==> config.mk <==
export PLATFORM = sky130hd
export DESIGN_NAME = sequenciador_acoes_flat
export DESIGN_NICKNAME = d
export VERILOG_FILES = /design/src/rtl/sequenciador_acoes_pkg.sv /design/src/rtl/sequenciador_acoes_if.sv /design/src/rtl/contador_acao.sv /design/src/rtl/sequenciador_acoes.sv /design/src/flat_wrapper.sv
export SDC_FILE = /design/constraint.sdc
export NUM_CORES = 1
export LEC_CHECK = 0
export ABC_AREA = 1
export CORE_MARGIN = 5
export CORE_UTILIZATION = 49
export CTS_CLUSTER_SIZE = 20
export DETAILED_ROUTE_END_ITERATION = 10
export PLACE_DENSITY = 0.77
export SETUP_SLACK_MARGIN = 0.4
export SYNTH_ARGS = -nofsm -noshare
export SYNTH_HDL_FRONTEND = slang
export SYNTH_SLANG_ARGS = --single-unit
==> constraint.sdc <==
create_clock -name clk -period 2.4 [get_ports clk]
set_clock_uncertainty 0.1 [all_clocks]
set_input_delay 0.24 -clock clk [delete_from_list [all_inputs] [get_ports clk]]
set_output_delay 0.24 -clock clk [all_outputs]
set_load 0.02 [all_outputs]
==> src/rtl/sequenciador_acoes_pkg.sv <==
// Shared definitions for the action sequencer: action and motor encodings,
// duration constants, the HOLD select code and small decode helpers.
package sequenciador_acoes_pkg;

  typedef enum logic [2:0] {
    PARADO   = 3'd0,
    FRENTE   = 3'd1,
    ESQUERDA = 3'd2,
    DIREITA  = 3'd3,
    RE       = 3'd4,
    DESVIO   = 3'd5
  } acao_t;

  typedef enum logic [1:0] {
    MOTOR_PARADO = 2'b00,
    MOTOR_FRENTE = 2'b01,
    MOTOR_RE     = 2'b10
  } motor_t;

  localparam logic [3:0] DUR_CURTA  = 4'd2;
  localparam logic [3:0] DUR_MEDIA  = 4'd4;
  localparam logic [3:0] DUR_LONGA  = 4'd8;
  localparam logic [3:0] DESVIO_LEN = 4'd2;
  localparam logic [1:0] SEL_HOLD   = 2'b11;

  // Duration for a switch setting. HOLD has no duration of its own; an action
  // entered under HOLD latches the shortest one so the latch is always valid
  // once the switches are released.
  function automatic logic [3:0] duracao(input logic [1:0] sel);
    case (sel)
      2'b00:   duracao = DUR_CURTA;
      2'b01:   duracao = DUR_MEDIA;
      2'b10:   duracao = DUR_LONGA;
      default: duracao = DUR_CURTA;
    endcase
  endfunction

  // Cyclic action list, RE wraps back to FRENTE.
  function automatic acao_t proxima(input acao_t a);
    case (a)
      FRENTE:   proxima = ESQUERDA;
      ESQUERDA: proxima = DIREITA;
      DIREITA:  proxima = RE;
      default:  proxima = FRENTE;
    endcase
  endfunction

  function automatic motor_t motor_esq_de(input acao_t a);
    case (a)
      FRENTE, DIREITA: motor_esq_de = MOTOR_FRENTE;
      RE, DESVIO:      motor_esq_de = MOTOR_RE;
      default:         motor_esq_de = MOTOR_PARADO;
    endcase
  endfunction

  function automatic motor_t motor_dir_de(input acao_t a);
    case (a)
      FRENTE, ESQUERDA: motor_dir_de = MOTOR_FRENTE;
      RE, DESVIO:       motor_dir_de = MOTOR_RE;
      default:          motor_dir_de = MOTOR_PARADO;
    endcase
  endfunction

endpackage

==> src/rtl/sequenciador_acoes_if.sv <==
// Control/status bundle of the action sequencer.
//   tick, habilita, chave_0, chave_1, obstaculo : towards the sequencer
//   acao, motor_esq, motor_dir, contagem, fim_acao : from the sequencer
// slave  : used by the sequencer itself
// master : used by whoever drives the inputs and observes the outputs
interface sequenciador_acoes_if;
  import sequenciador_acoes_pkg::*;

  logic       tick;
  logic       habilita;
  logic       chave_0;
  logic       chave_1;
  logic       obstaculo;
  acao_t      acao;
  motor_t     motor_esq;
  motor_t     motor_dir;
  logic [2:0] contagem;
  logic       fim_acao;

  modport slave (
    input  tick, habilita, chave_0, chave_1, obstaculo,
    output acao, motor_esq, motor_dir, contagem, fim_acao
  );

  modport master (
    output tick, habilita, chave_0, chave_1, obstaculo,
    input  acao, motor_esq, motor_dir, contagem, fim_acao
  );
endinterface

==> src/rtl/contador_acao.sv <==
// Tick counter for the current action with its duration latch.
//   clk, reset : clock and synchronous active-high reset
//   limpar     : clear the count, keep the latched duration
//   carregar   : clear the count and latch a new duration n (wins over limpar)
//   tick       : advance the count (wraps to 0 on the last tick)
//   n          : duration to latch, in ticks (2, 4 or 8)
//   contagem   : ticks elapsed in the current action
//   expirou    : count sits on the last tick of the latched duration
module contador_acao
  import sequenciador_acoes_pkg::*;
(
  input  logic       clk,
  input  logic       reset,
  input  logic       limpar,
  input  logic       carregar,
  input  logic       tick,
  input  logic [3:0] n,
  output logic [2:0] contagem,
  output logic       expirou
);

  logic [3:0] n_lat;

  // Terminal-count compare; the owner qualifies it with tick to get expiry.
  assign expirou = ({1'b0, contagem} == (n_lat - 4'd1));

  // NOTE: sequential state uses non-blocking assignments so every register
  // samples pre-edge values regardless of block evaluation order.
  always_ff @(posedge clk) begin
    if (reset) begin
      contagem <= 3'd0;
      // NOTE: the duration latch is real state read right after reset, so it
      // gets a defined reset value like the counter.
      n_lat    <= DUR_CURTA;
    end else if (carregar) begin
      contagem <= 3'd0;
      n_lat    <= n;
    end else if (limpar) begin
      contagem <= 3'd0;
    end else if (tick) begin
      contagem <= expirou ? 3'd0 : contagem + 3'd1;
    end
  end

endmodule

==> src/rtl/sequenciador_acoes.sv <==
// Action sequencer for the autonomous toy. Steps through FRENTE, ESQUERDA,
// DIREITA, RE with switch-selected durations, preempted by an evasive DESVIO
// manoeuvre on obstacles and forced to PARADO when not enabled.
//   clk, reset : clock and synchronous active-high reset
//   bus        : sequenciador_acoes_if.slave (inputs tick, habilita, chave_0,
//                chave_1, obstaculo; registered outputs acao, motor_esq,
//                motor_dir, contagem, fim_acao)
module sequenciador_acoes
  import sequenciador_acoes_pkg::*;
(
  input  logic                  clk,
  input  logic                  reset,
  sequenciador_acoes_if.slave   bus
);

  logic [1:0] sel;
  logic       hold;
  logic       em_lista;
  logic       expirou;
  logic       expira;
  acao_t      nxt;
  logic       fim_nxt;
  logic       limpar;
  logic       carregar;
  logic       tick_cnt;
  logic [3:0] n_carga;

  assign sel      = {bus.chave_1, bus.chave_0};
  assign hold     = (sel == SEL_HOLD);
  assign em_lista = bus.acao inside {FRENTE, ESQUERDA, DIREITA, RE};
  assign expira   = bus.tick & expirou;

  contador_acao u_contador (
    .clk      (clk),
    .reset    (reset),
    .limpar   (limpar),
    .carregar (carregar),
    .tick     (tick_cnt),
    .n        (n_carga),
    .contagem (bus.contagem),
    .expirou  (expirou)
  );

  // Transition decision in priority order: habilita low, obstacle, HOLD,
  // then tick expiry / tick count. Any action entry reloads the counter.
  always_comb begin
    // NOTE: every output of this block gets a default first, so no path can
    // leave one unassigned and infer a latch.
    nxt      = bus.acao;
    fim_nxt  = 1'b0;
    limpar   = 1'b0;
    carregar = 1'b0;
    tick_cnt = 1'b0;
    n_carga  = duracao(sel);

    if (!bus.habilita) begin
      nxt    = PARADO;
      limpar = 1'b1;
    end else if (bus.acao == PARADO) begin
      if (!hold) begin
        nxt      = FRENTE;
        carregar = 1'b1;
      end
    end else if (em_lista && bus.obstaculo) begin
      nxt      = DESVIO;
      carregar = 1'b1;
      n_carga  = DESVIO_LEN;
    end else if (bus.acao == DESVIO) begin
      // The manoeuvre ignores HOLD and the obstacle sensor.
      tick_cnt = bus.tick;
      if (expira) begin
        nxt      = DIREITA;
        carregar = 1'b1;
        fim_nxt  = 1'b1;
      end
    end else if (!hold) begin
      tick_cnt = bus.tick;
      if (expira) begin
        nxt      = proxima(bus.acao);
        carregar = 1'b1;
        fim_nxt  = 1'b1;
      end
    end
  end

  // State register with the motor decode registered alongside, so all
  // outputs change on the same edge.
  always_ff @(posedge clk) begin
    if (reset) begin
      bus.acao      <= PARADO;
      bus.motor_esq <= MOTOR_PARADO;
      bus.motor_dir <= MOTOR_PARADO;
      bus.fim_acao  <= 1'b0;
    end else begin
      bus.acao      <= nxt;
      bus.motor_esq <= motor_esq_de(nxt);
      bus.motor_dir <= motor_dir_de(nxt);
      bus.fim_acao  <= fim_nxt;
    end
  end

endmodule

==> src/flat_wrapper.sv <==
// flat-port wrapper written by rule: the top's interface ports become plain ports
module sequenciador_acoes_flat import sequenciador_acoes_pkg::*;
  (clk, reset, bus_tick, bus_habilita, bus_chave_0, bus_chave_1, bus_obstaculo, bus_acao, bus_motor_esq, bus_motor_dir, bus_contagem, bus_fim_acao);
  sequenciador_acoes_if bus_i ();
  input  logic clk;
  input  logic reset;
  input wire logic [$bits(bus_i.tick)-1:0] bus_tick;
  input wire logic [$bits(bus_i.habilita)-1:0] bus_habilita;
  input wire logic [$bits(bus_i.chave_0)-1:0] bus_chave_0;
  input wire logic [$bits(bus_i.chave_1)-1:0] bus_chave_1;
  input wire logic [$bits(bus_i.obstaculo)-1:0] bus_obstaculo;
  output wire logic [$bits(bus_i.acao)-1:0] bus_acao;
  output wire logic [$bits(bus_i.motor_esq)-1:0] bus_motor_esq;
  output wire logic [$bits(bus_i.motor_dir)-1:0] bus_motor_dir;
  output wire logic [$bits(bus_i.contagem)-1:0] bus_contagem;
  output wire logic [$bits(bus_i.fim_acao)-1:0] bus_fim_acao;
  assign bus_i.tick = bus_tick;
  assign bus_i.habilita = bus_habilita;
  assign bus_i.chave_0 = bus_chave_0;
  assign bus_i.chave_1 = bus_chave_1;
  assign bus_i.obstaculo = bus_obstaculo;
  assign bus_acao = bus_i.acao;
  assign bus_motor_esq = bus_i.motor_esq;
  assign bus_motor_dir = bus_i.motor_dir;
  assign bus_contagem = bus_i.contagem;
  assign bus_fim_acao = bus_i.fim_acao;
  sequenciador_acoes u_core (.clk(clk), .reset(reset), .bus(bus_i));
endmodule
Word-level counts from Yosys, hierarchy flattened
Index checks and enable logic that the tools add are counted.

word-level totals
  register bits after elaboration = 15
  input port bits = 7
  output and inout bits = 11
  logic and storage cells = 60

operators by class
  add/subtract/negate cells = 2
  equal/unequal tests = 14
  multiplexer cells = 28
  bitwise gates (word level) = 2
  reduce and logical (&&, ||, !) cells = 8

operators with widths
  cell                                                  number
  two-way mux 3 bit                                     9
  equality test 3 x 2 -> 1 bit (second input constant)  4
  equality test 3 bit (second input constant)           4
  two-way mux 1 bit                                     12
  two-way mux 4 bit                                     3
  one-hot mux 3 bit (3 select lines)                    1
  one-hot mux 2 bit (2 select lines)                    2
  one-hot mux 4 bit (2 select lines)                    1
  equality test 3 x 1 -> 1 bit (second input constant)  2
  OR reduction 2 bit                                    3
  equality test 2 bit (second input constant)           2
  equality test 3 x 4 -> 1 bit                          1
  nonzero test 4 bit                                    1
  OR reduction 4 bit                                    1
  subtractor 4 x 1 -> 4 bit (second input constant)     1
  adder 3 x 1 -> 3 bit (second input constant)          1
  logical NOT 3 bit                                     1
  OR reduction 3 bit                                    1
  equality test 2 x 1 -> 1 bit (second input constant)  1
  AND 1 bit                                             1
  logical AND 1 bit                                     1
  inverter 1 bit                                        1

Longest topological paths before layout
  depth after elaboration = 12
  depth in mapped cells = 14

By module
Synthesis repeated with hierarchy kept, for this count alone.

unflattened totals
  cell total of the unflattened synthesis = 143
  area, all modules = 920.9 µm²

modules (own cells, without submodules)
  module              instances  cells each  area each (µm²)  seq. area each (µm²)
  sequenciador_acoes  1          81          514.2            140.1
  contador_acao       1          62          406.6            140.1

Worst setup path after synthesis
OpenSTA, ideal clock, no wires.

  path kind = register to register
  start = register u_core.u_contador.n_lat[1]
  end = register u_core.u_contador.n_lat[1]
  setup time = 120 ps
  data arrival time = 1510 ps
  data required time = 2180 ps
  slack = 670 ps
  stages on the path, launching flop included = 11
  clock period less this slack = 1730 ps
  cell sequence = dfxtp_1 > inv_2 > ha_1 > nand2_1 > nand3_2 > nor2_4 > nand2_2 > o21ai_2 > nand2_2 > a21oi_1 > o21ai_1

on the way
  longest elaborated chain between the ends = 9

ends and longest elaborated chain
  item                              RTL line                                            RTL
  from (decl)                       contador_acao.sv:22                                 logic [3:0] n_lat;
  from (signal assigned)            contador_acao.sv:37                                 n_lat <= n;
  subtractor 4 x 1 -> 4 bit (*)     contador_acao.sv:25                                 assign expirou = ({1'b0, contagem} == (n_lat - 4'd1));
  equality test 3 x 4 -> 1 bit (*)  contador_acao.sv:25
  AND 1 bit (*)                     sequenciador_acoes.sv:31                            assign expira = bus.tick & expirou;
  two-way mux 1 bit (*)             sequenciador_acoes.sv:71, sequenciador_acoes.sv:78
  two-way mux 1 bit                 sequenciador_acoes.sv:76                            end else if (!hold) begin
  two-way mux 1 bit (*)             sequenciador_acoes.sv:68                            end else if (bus.acao == DESVIO) begin
  two-way mux 1 bit (*)             sequenciador_acoes.sv:64                            end else if (em_lista && bus.obstaculo) begin
  two-way mux 1 bit (*)             sequenciador_acoes.sv:59                            end else if (bus.acao == PARADO) begin
  two-way mux 1 bit (*)             sequenciador_acoes.sv:56                            if (!bus.habilita) begin

Mark *: on every way between the ends. The rest lies on a longest branch, timed or not.
A chain may end at the register's enable or synchronous reset.

Final worst setup path
  start = register u_core.u_contador.n_lat[1]
  end = register u_core.u_contador.n_lat[3]

The elaborated chain is that of the path after synthesis.

==> run metrics <==
CTS tree=done; Synth top area share=0.299; WP data required=2.46 ns; Routability Congestion=0.788; clk_lat worst skew=0.28 ns; r2r startpoint=u_core.u_contador.n_lat[1]$_SDFFE_PP1P_; CP Max Fanout=6; Setup WS post-layout=0.537 ns; largest net degree at the start of global routing=11; Final Non-Filler Cells=166; post-synth top area cell=dfxtp_1; Crit Path Category=register to register; Critical-path top delay cell=dfxtp_2; clk buf depth=2; core area=0.00171 mm²; Power Density=437 mW/mm²; Syn Nets=133; nets@finish=154; setup TNS=0 ns; final setup vio count=0; port buffer count=17; Hold Crit Endpoint=u_core.u_contador.contagem[0]$_SDFFE_PP0P_; Worst path max stage delay=0.36 ns; Final Hold Vio Count=0; vias in the first global route=751; post-placement cell area=0.00106 mm²; drt first-iter violations=8; boundary pin count=18; Post-Syn Area=870 µm²; total number of vias=817; CP startpoint kind=register; worst hold stages=2; Fill cells=155; # DRC=0; CTS root buf=clkbuf_4; Crit path top cell by count=nand2_2; CP bufs+invs=1; # diodes=0; Final min period=1.86 ns; total global-route track usage=0.148; max cap viols=0; Synth Warn #=0; Post-Synthesis Cells=121; LEAKAGE=0.476 nW; layout cells sized above 1=0.241; dpl hpwl=1430 µm; register area share after synthesis=0.299; pre-CTS setup slack=0.518 ns; reg2reg end=u_core.u_contador.n_lat[3]$_SDFFE_PP0P_; Finished Cell Area=0.00111 mm²; synthesis-to-finish area growth=27.5%; unrepaired setup endpoints after global routing=true; Max H-tree Level=1; initial antenna violation count=0; FF-to-FF path depth=10; status=completed; FF+latch count, synth=13; CP endpoint kind=register; CP delay by family, top=simple AND/OR/NAND/NOR gates; maximum vdd drop=0.000337 V; drt pass-1 iters=4; grt total ovfl=0; Final period util=0.776; crit path cell chain=inv_2 > ha_1 > nand2_1 > nand3_2 > nor2_4 > nand2_2 > o21ai_4 > nand2_2 > a21oi_1 > nor3_1; Hold Path Class=register to register; Rel. slew slack=0.724; Placed Cells=161; routed wire length=1800 µm; Die Span Y=52.1 µm; Placement Rows=15; Least-Margin Pin Slew=0.412 ns; WP data arrival=1.92 ns; first-pass GRT wire length=3030 µm; synth unique cells=25; Syn Area/Cell=7.19 µm²; Wirelength per Cell=10.9 µm; Starting Density=0.509; Die Span X=52.1 µm; clock transition at the registers of the reported paths=0.09 ns; HP Start=u_core.u_contador.contagem[0]$_SDFFE_PP0P_; clock sinks=13; fmax=537 MHz; total die area=0.00272 mm²; Post-DRT Antenna Nets=0; Max Slew Vio Count=0; vias per std cell=4.92; Final Core Density=0.649; top cells by area, synth=dfxtp_1 30%, nand2_1 13%, ha_1 7.2%; flop2flop setup slack=0.54 ns; crit path launch=u_core.u_contador.n_lat[1]$_SDFFE_PP1P_; CTS Buf Count=3
power by group:
| part | internal (W) | switching (W) | total [W] |
|---|---|---|---|
| registers | 0.000225 | 0.00000731 | 0.000232 |
| logic | 0.0000449 | 0.0000663 | 0.000111 |
| clock network | 0.0000644 | 0.0000761 | 0.000141 |
cell type report:
class                   instances  area (µm²)  area share
clock buffers                   4        26.3      0.0237
inverters                      22        82.6      0.0745
multi-input cells              84         529       0.477
flip-flops and latches         13         262       0.236
well taps                      25        31.3      0.0282
repair buffers                 18         178       0.160
cell usage after synthesis:
library cell,instances
nor3_2,1
inv_2,6
buf_1,1
nand3_2,4
nand2_2,5
nor2_1,8
ha_1,5
buf_4,1
o21ai_2,1
clkinv_1,1
nor2_2,3
xor2_1,1
nor2_4,1
o21ai_1,1
a21oi_1,8
nand4_1,4
o21a_4,1
nand2_1,31
dfxtp_1,13
nor2_8,1
a21oi_2,3
nor3_1,3
inv_1,15
nand3_1,2
nand4_4,1
through the flow:
step	total power (W)	hold WS (ns)
floorplan	0.000309	0.298
global placement	0.000342	0.389
CTS	0.000485	0.411
global route	0.000511	0.443
finish	0.000484	0.414
detailed placement	0.000345	0.401
routing by layer:
layer	wire [µm]	GRT usage	up-vias
met3	99	0.0458	2
li1	-	-	425
met5	0	0	-
met2	924	0.257	14
met1	765	0.173	376
met4	13	0.0393	0
sequential cells by signal, summed over array words and instances (netlist names):
signal and flops:
u_core.bus.fim_acao 1, u_core.u_contador.n_lat 3, u_core.bus.motor_esq 1, u_core.bus.motor_dir 2, u_core.u_contador.contagem 3, u_core.bus.acao 3
worst min-delay path, cell delays in order, from the launching register on:
cell,delay (ns)
dfxtp_1,0.34
nand2_1,0.07
a21oi_1,0.06
cell usage in the layout (no fill, tap or decap), drive strengths merged:
cell type and count:
o21ai 2, nand3 6, clkinv 1, nand2 36
clkdlybuf4s50 17, clkbuf 4, ha 5, inv 21
nor2 13, dfxtp 13, nand4 5, buf 1
a21oi 11, nor3 4, xor2 1, o21a 1
logic make-up after synthesis:
logic type | share of synthesized area
AO/OA/AOI/OAI | 0.109
flip-flops | 0.299
buffers and inverters | 0.108
AND/OR/NAND/NOR | 0.401
adder cells (fa/ha/maj) | 0.0719
XOR/XNOR | 0.0101
how the worst max path moves through the flow:
stage / to / slack, ns / cells past startpoint
floorplan: u_core.u_contador.n_lat[1]$_SDFFE_PP1P_ / 0.67 / 10
global placement: u_core.u_contador.n_lat[1]$_SDFFE_PP1P_ / 0.56 / 8
detailed placement: u_core.u_contador.n_lat[1]$_SDFFE_PP1P_ / 0.52 / 10
CTS: u_core.u_contador.n_lat[1]$_SDFFE_PP1P_ / 0.50 / 10
global route: u_core.u_contador.n_lat[1]$_SDFFE_PP1P_ / 0.37 / 11
finish: u_core.u_contador.n_lat[3]$_SDFFE_PP0P_ / 0.54 / 10
repair_timing:
| item | CTS | global route |
|---|---|---|
| endpoints found under the hold margin | 0 | 0 |
| resized for setup | 0 | 4 |
| buffers inserted | 0 | 1 |
| hold buffers | 0 | 0 |
| setup endpoints to repair | 0 | 8 |
Power figures use the tool's default switching activity.
